**src/rtl/rr_grant_arbiter.sv**
```systemverilog
`default_nettype none
// ============================================================================
// Module      : rr_grant_arbiter
// Description : Round-robin arbiter with a registered one-hot grant that
//               drives the enable bus of a one-hot AND-OR output mux. A grant
//               lasts a whole transfer and ends on the last beat, when the
//               requester drops its request, or when the hold timeout expires.
// Revision    : 1.0 - initial release
// ============================================================================
module rr_grant_arbiter #(
    parameter int NUM     = 4,
    parameter int TIMEOUT = 256,
    parameter int CNT_W   = 9
) (
    input  logic                    clk,
    input  logic                    n_rst,
    input  logic [NUM-1:0]          req_bus,
    input  logic [NUM-1:0]          last_bus,
    input  logic                    out_ready,
    output logic [NUM-1:0]          grant_bus,
    output logic [$clog2(NUM)-1:0]  grant_idx,
    output logic                    busy,
    output logic                    beat,
    output logic                    timeout_err
);

    localparam int IDX_W = $clog2(NUM);

    // Hold-counter value on the last cycle a grant may be held (unused when TIMEOUT==0)
    localparam logic [CNT_W-1:0] C_TO_LAST = CNT_W'((TIMEOUT > 0) ? (TIMEOUT - 1) : 0);

    typedef enum logic [0:0] {
        ST_IDLE  = 1'b0,
        ST_GRANT = 1'b1
    } state_t;

    state_t             r_state,       w_state_nx;
    logic [NUM-1:0]     r_grant_bus,   w_grant_bus_nx;
    logic [IDX_W-1:0]   r_grant_idx,   w_grant_idx_nx;
    logic               r_busy,        w_busy_nx;
    logic               r_timeout_err, w_timeout_err_nx;
    logic [IDX_W-1:0]   r_ptr,         w_ptr_nx;
    logic [CNT_W-1:0]   r_cnt,         w_cnt_nx;

    logic               w_beat;
    logic               w_rel_last;
    logic               w_rel_drop;
    logic               w_rel_tout;
    logic [IDX_W-1:0]   w_ptr_inc;
    logic [NUM-1:0]     w_masked;
    logic [IDX_W:0]     w_pick;

    // First set bit of vec scanning start, start+1, ..., NUM-1, 0, ..., start-1.
    // Returns {found, index}. Scanning high-to-low lets the lowest qualifying
    // bit win by being assigned last.
    function automatic logic [IDX_W:0] rr_pick(input logic [NUM-1:0] vec,
                                               input logic [IDX_W-1:0] start);
        logic             hi_found;
        logic             lo_found;
        logic [IDX_W-1:0] hi_idx;
        logic [IDX_W-1:0] lo_idx;
        hi_found = 1'b0;
        lo_found = 1'b0;
        hi_idx   = '0;
        lo_idx   = '0;
        for (int j = NUM - 1; j >= 0; j--) begin
            if (vec[j]) begin
                lo_found = 1'b1;
                lo_idx   = IDX_W'(j);
                if (j >= int'(start)) begin
                    hi_found = 1'b1;
                    hi_idx   = IDX_W'(j);
                end
            end
        end
        return hi_found ? {1'b1, hi_idx} : {lo_found, lo_idx};
    endfunction

    // Binary index to one-hot vector
    function automatic logic [NUM-1:0] onehot(input logic [IDX_W-1:0] idx);
        logic [NUM-1:0] v;
        for (int j = 0; j < NUM; j++) begin
            v[j] = (IDX_W'(j) == idx);
        end
        return v;
    endfunction

    assign w_beat     = r_busy & req_bus[r_grant_idx] & out_ready;
    assign w_rel_last = w_beat & last_bus[r_grant_idx];
    assign w_rel_drop = ~req_bus[r_grant_idx];
    // A completing last beat on the final allowed cycle takes precedence over the timeout
    assign w_rel_tout = (TIMEOUT != 0) && (r_cnt == C_TO_LAST) && !w_rel_last;
    assign w_ptr_inc  = (r_grant_idx == IDX_W'(NUM - 1)) ? '0 : r_grant_idx + 1'b1;
    // The outgoing owner is excluded so it cannot immediately win again
    assign w_masked   = req_bus & ~onehot(r_grant_idx);

    // Next-state logic: arbitration in IDLE, release/re-arbitration in GRANT
    always_comb begin
        w_state_nx       = r_state;
        w_grant_bus_nx   = r_grant_bus;
        w_grant_idx_nx   = r_grant_idx;
        w_busy_nx        = r_busy;
        w_ptr_nx         = r_ptr;
        w_cnt_nx         = r_cnt;
        w_timeout_err_nx = 1'b0;
        w_pick           = '0;

        case (r_state)
            ST_IDLE: begin
                w_pick = rr_pick(req_bus, r_ptr);
                if (w_pick[IDX_W]) begin
                    w_state_nx     = ST_GRANT;
                    w_grant_idx_nx = w_pick[IDX_W-1:0];
                    w_grant_bus_nx = onehot(w_pick[IDX_W-1:0]);
                    w_busy_nx      = 1'b1;
                    w_cnt_nx       = '0;
                end
            end
            ST_GRANT: begin
                w_cnt_nx = (&r_cnt) ? r_cnt : r_cnt + 1'b1;
                if (w_rel_last || w_rel_drop || w_rel_tout) begin
                    w_ptr_nx         = w_ptr_inc;
                    w_timeout_err_nx = w_rel_tout;
                    w_cnt_nx         = '0;
                    w_pick           = rr_pick(w_masked, w_ptr_inc);
                    if (w_pick[IDX_W]) begin
                        // Hand over at the release edge with no idle bubble
                        w_grant_idx_nx = w_pick[IDX_W-1:0];
                        w_grant_bus_nx = onehot(w_pick[IDX_W-1:0]);
                    end else begin
                        w_state_nx     = ST_IDLE;
                        w_grant_bus_nx = '0;
                        w_busy_nx      = 1'b0;
                    end
                end
            end
            default: begin
                w_state_nx     = ST_IDLE;
                w_grant_bus_nx = '0;
                w_busy_nx      = 1'b0;
            end
        endcase
    end

    // State and output registers with synchronous active-low reset
    always_ff @(posedge clk) begin
        if (!n_rst) begin
            r_state       <= ST_IDLE;
            r_grant_bus   <= '0;
            r_grant_idx   <= '0;
            r_busy        <= 1'b0;
            r_timeout_err <= 1'b0;
            r_ptr         <= '0;
            r_cnt         <= '0;
        end else begin
            r_state       <= w_state_nx;
            r_grant_bus   <= w_grant_bus_nx;
            r_grant_idx   <= w_grant_idx_nx;
            r_busy        <= w_busy_nx;
            r_timeout_err <= w_timeout_err_nx;
            r_ptr         <= w_ptr_nx;
            r_cnt         <= w_cnt_nx;
        end
    end

    assign grant_bus   = r_grant_bus;
    assign grant_idx   = r_grant_idx;
    assign busy        = r_busy;
    assign beat        = w_beat;
    assign timeout_err = r_timeout_err;

endmodule
`default_nettype wire

```
**config.mk**
```make
export PLATFORM = sky130hd
export DESIGN_NAME = rr_grant_arbiter
export DESIGN_NICKNAME = d
export VERILOG_FILES = /design/src/rtl/rr_grant_arbiter.sv
export SDC_FILE = /design/constraint.sdc
export NUM_CORES = 1
export LEC_CHECK = 0
export CAP_MARGIN = 20
export CORE_MARGIN = 2
export CORE_UTILIZATION = 50
export CTS_BUF_LIST = sky130_fd_sc_hd__clkbuf_4 sky130_fd_sc_hd__clkbuf_8
export CTS_CLUSTER_SIZE = 8
export DETAILED_ROUTE_END_ITERATION = 10
export DONT_BUFFER_PORTS = 1
export GPL_TIMING_DRIVEN = 0
export SLEW_MARGIN = 10
export SYNTH_ARGS = -nofsm -noshare
export SYNTH_HDL_FRONTEND = slang
export SYNTH_SLANG_ARGS = --single-unit
```
**constraint.sdc**
```tcl
create_clock -name clk -period 3.95 [get_ports clk]
set_input_delay 0.395 -clock clk [delete_from_list [all_inputs] [get_ports clk]]
set_output_delay 0.395 -clock clk [all_outputs]
set_load 0.02 [all_outputs]
```
# == After elaboration in Yosys (flattened, before gate mapping) ==
# Cells that the tools add are included.
# op_classes
addsub,2
magnitude_cmp,7
n_eq_ne,16
muxes,79
bitwise,7
reduce_logical,14
# op_table
cell,n
2-to-1 mux 2 bit,30
2-to-1 mux 1 bit,34
2-to-1 mux 9 bit,3
one-hot mux 9 bit (2 select lines),1
== test 2 bit (first input constant),6
2-to-1 mux 4 bit,3
adder 9 x 1 -> 9 bit (second input constant),1
== test 9 x 8 -> 1 bit (second input constant),1
AND reduction 3 bit,3
AND reduction 9 bit,1
>= comparator 1 x 2 -> 1 bit (first input constant),4
one-hot mux 4 bit (2 select lines),1
== test 1 x 2 -> 1 bit (first input constant),3
logical NOT 2 bit,3
2-to-1 mux 3 bit,2
AND reduction 2 bit,3
bitwise AND 4 bit,1
binary-select mux 1 bit (select 2 bit),2
>= comparator 2 bit (first input constant),2
inequality test 2 x 1 -> 1 bit (second input constant),2
inequality test 2 bit (second input constant),2
inverter 4 bit,1
one-hot mux 1 bit (2 select lines),2
one-hot mux 2 bit (2 select lines),1
9 further kinds,13
# word_totals
ff_bits,20
input_bits,11
out_inout_bits,9
wordCells,132

# == Logic depth before layout (Yosys ltp) ==
# logic_depth
depth_word,17
depth_mapped,9
depth_no_buf,9

# == Worst setup path after synthesis ==
# Ideal clock, no wire load.
# synth_timing
path_kind,flip-flop to flip-flop
from,reg r_cnt[2]
to,reg r_cnt[7]
setup_ns,0.067
t_arrival_ns,2.072
required_time_ns,3.883
setup_slack_ns,1.811
path_stages_with_launch,10
n_path_buf,0
synth_period_minus_slack_ns,2.139
path_cell_list,dfxtp_1 -> and3_1 -> nand3_1 -> nor2_1 -> ha_1 -> nand2b_1 -> a2bb2oi_4 -> o31ai_2 -> or4_4 -> a21oi_2
# synth_via
elab_chain_len,5
word_cells_on_any_way,10
classes_between,add/sub: 1; eq/ne: 2; mux: 3; reduce/logical: 4
# synth_rtl
element,line,source
start: declaration,43,"logic [CNT_W-1:0] r_cnt, w_cnt_nx;"
start signal: assignment,162,r_cnt <= w_cnt_nx;
branches (longest 5 deep; another with adder 9 x 1 -> 9 bit),-,
# Parallel ways; which one is timed is not known. The select of a mux whose other input is x is not followed.
# A chain may end at the register's enable or synchronous reset.

# == Final worst setup path ==
# layout_timing
from,reg r_grant_idx[0] (netlist: grant_idx[0])
to,reg r_grant_idx[1] (netlist: grant_idx[1])
# layout_via
elab_chain_len,16
word_cells_on_any_way,59
classes_between,add/sub: 1; order compare: 3; eq/ne: 6; mux: 37; bitwise: 6; reduce/logical: 6
# layout_rtl
element,line,source
start: declaration,39,"logic [IDX_W-1:0] r_grant_idx, w_grant_idx_nx;"
start signal: assignment,158,r_grant_idx <= w_grant_idx_nx;
branches (longest 16 deep; another with adder 2 x 1 -> 2 bit),-,
# Parallel ways; which one is timed is not known. The select of a mux whose other input is x is not followed.

==> summary.md <==
| Metric | Value |
|---|---|
| Outcome | complete, no violations |
| Met3 GRT Util | 0.04651 |
| # rows | 18 |
| DR WL/cell | 14.72 um |
| Hold_buf cts | 0 |
| Arr. time, crit path | 2630 ps |
| Die width | 55.63 um |
| Total Wirelength | 2.797 mm |
| First-pass GRT wire length | 4.871 mm |
| Gate power share | 0.371 |
| Synth-to-Final Area Change | 5.540% |
| Final HPWL DP | 2.244 mm |
| CP Launch Type | flop |
| Synth async-reset ratio | 0 |
| Htree depth | 1 |
| Core area | 0.002500 mm2 |
| Commonest non-fill, non-tap cell in the layout | dfxtp_1 |
| Share of cells above drive strength 1 | 0.08750 |
| Dpl ws | 1563 ps |
| Clock share of power | 0.196 |
| Number of synthesized flops with an enable pin | 0 |
| Die ar. | 0.003094 mm2 |
| Maximum fanout along the worst path | 10 |
| Setup TNS | 0 ps |
| Via count | 1141 |
| Setup CP Type | flop to flop |
| Yosys top cell area share | 0.3005 |
| Psw | 0.2300 mW |
| GRT overflow | 0 |
| Met2 GRT Util | 0.3231 |
| Final min period | 2426 ps |
| Clock Path Buffers | 2 |
| Final period util | 0.6142 |
| Rel. slew slack | 0.4813 |
| Critical Path Max Stage Delay | 530 ps |
| Final slew viol count | 0 |
| Hold_ws | 360.0 ps |
| Top Ports | 20 |
| Final setup fails | 0 |
| Synth area leaders | dfxtp_1 (30%), ha_1 (7.5%), nand2b_1 (4.7%), nor2_1 (3.9%), nor2b_1 (3.8%) |
| Area of the multi-input gates | 885.9 um2 |
| Worst path cell trace | buf_2, inv_1, ha_1, nor2b_1, o41a_1, o32a_1, o221ai_1, o211a_1 |
| Crit end category | flop |
| # port buffers | 0 |
| CP max-delay cell | dfxtp_1 |
| Leading area contributor after synthesis | dfxtp_1 |
| Worst slew pin tran | 773.3 ps |
| # resized after CTS | 0 |
| Final setup margin | 1524 ps |
| P_int | 0.3762 mW |
| Leak | 0.5151 nW |
| Final-report hold violation count | 0 |
| Sequential power share | 0.433 |
| Max-cap viol count | 0 |
| Hold/Removal Path Class | primary input to flop |
| VDD IR max | 0.2971 mV |
| Post-CTS setup buffer count | 0 |
| 1st-iter DRT viols | 25 |
| Synthesized net count | 175 |
| Skew-Pair Late Insertion Delay | 290 ps |
| Synth unique cells | 49 |
| Critical Path RT | 4150 ps |
| CTS root buf | clkbuf_4 |
| Post-synthesis area per instance | 8.542 um2 |
| Filler instances | 229 |
| RSZ-0062 raised after global routing | no |
| Seq/Total Area, Yosys | 0.3005 |
| Final Core Density | 0.5626 |
| Pwr per Cell Area | 431.0 mW/mm2 |
| Most frequent cells in the layout | dfxtp_1 (20), nor2_1 (14), nand2b_1 (10), nand2_1 (9) |
| Mapped Area | 0.001333 mm2 |
| Sink Count | 20 |
| DR pass1 iterations | 4 |
| Crit-path leading delay family | compound AO/OA/AOI/OAI gates |
| GR Util All Layers | 0.1943 |
| Sw Ratio | 0.3794 |
| Syn. warnings | 0 |
| Mapped Cells | 156 |
| Main flop type after synthesis | dfxtp_1 |
| Synthesized flop and latch total | 20 |
| Vias in the first global route | 1095 |
| Worst Skew | 1.414 ps |
| Routing usage on met1 | 0.2373 |
| Drt via density | 6.005 |
| Initial antenna violation count | 0 |
| Buf/Inv on CP | 2 |
| Antenna violation net count after detailed routing | 0 |
| Nets | 180 |
| DIE HEIGHT | 55.63 um |
| Starting Density | 0.5330 |
| FF/Latch Area | 400.4 um2 |
| Total power | 0.6061 mW |
| Worst-path clk slew | 110 ps |
| # diodes | 0 |
| Gpl congestion | 0.8306 |
| Largest net degree at the start of global routing | 12 |
| Cts bufs inserted | 3 |
| Busiest layer in global routing | met2 |
| Max Clk Rate | 412.2 MHz |
| DR DRC count | 0 |
| TritonCTS clock tree | built |
synthesized netlist by cell type (4+ instances only):
library cell	n
a21oi_1	6
nor2b_1	8
inv_1	6
nor2_1	14
dfxtp_1	20
nand2_1	9
mux2i_1	4
nand3_1	6
o21ai_1	5
ha_1	8
nand2b_1	10
o21ai_0	4
sequential cells by signal (all words and copies together), names as in the netlist:
name	cells
r_state	1
busy	1
r_ptr	2
grant_idx	2
grant_bus	4
r_cnt	9
timeout_err	1
worst paths after layout:
check | startpoint | to | slack [ps] | cells past startpoint
max | grant_idx[0] | grant_idx[1] | 1520 | 8
min | last_bus[1] | timeout_err | 360 | 3
max reg2reg | grant_idx[0] | grant_idx[1] | 1520 | 8
min reg2reg | r_ptr[0] | r_ptr[0] | 500 | 2
logic make-up after synthesis:
kind of cell,Yosys count,share of synthesized area
adder cells (fa/ha/maj),8,0.07512
AO/OA/AOI/OAI,47,0.2695
flip-flops,20,0.3005
AND/OR/NAND/NOR,62,0.2488
multiplexers,6,0.05164
XOR/XNOR,3,0.01972
buffers and inverters,10,0.03474
layer usage:
metal  up-vias  share of wire
li1        587              -
met1       539           0.46
met2        11           0.50
met3         4          0.030
met4         0          0.012
met5         -              0
cell type report:
cell class | count | area share
multi-input cells | 126 | 0.6299
inverters | 6 | 0.01601
plain buffers | 4 | 0.01690
well taps | 30 | 0.02669
flip-flops and latches | 20 | 0.2847
clock buffers | 4 | 0.02580
power groups by stage:
| stage | logic, mW | clock network [mW] | registers (mW) |
|---|---|---|---|
| 2_1_floorplan | 0.183 | 0 | 0.262 |
| 4_1_cts | 0.225 | 0.123 | 0.263 |
| 3_5_place_dp | 0.224 | 0 | 0.268 |
| 5_1_grt | 0.251 | 0.133 | 0.266 |
| 3_3_place_gp | 0.218 | 0 | 0.267 |
| 6_report | 0.225 | 0.119 | 0.262 |
worst reg2reg max path, delay by kind of cell (launching register included):
| kind | cells | cell delay [ps] |
|---|---|---|
| AO/OA/AOI/OAI | 4 | 910 |
| flip-flops | 1 | 530 |
| buffers and inverters | 2 | 380 |
| AND/OR/NAND/NOR | 1 | 290 |
| adder cells (fa/ha/maj) | 1 | 220 |
per-stage QoR:
stage	cells	area [um2]
2_1_floorplan	156	1333
3_3_place_gp	186	1370
3_5_place_dp	186	1370
4_1_cts	190	1406
5_1_grt	190	1406
6_report	190	1406
Note: power is estimated with default switching activity, not from simulation.
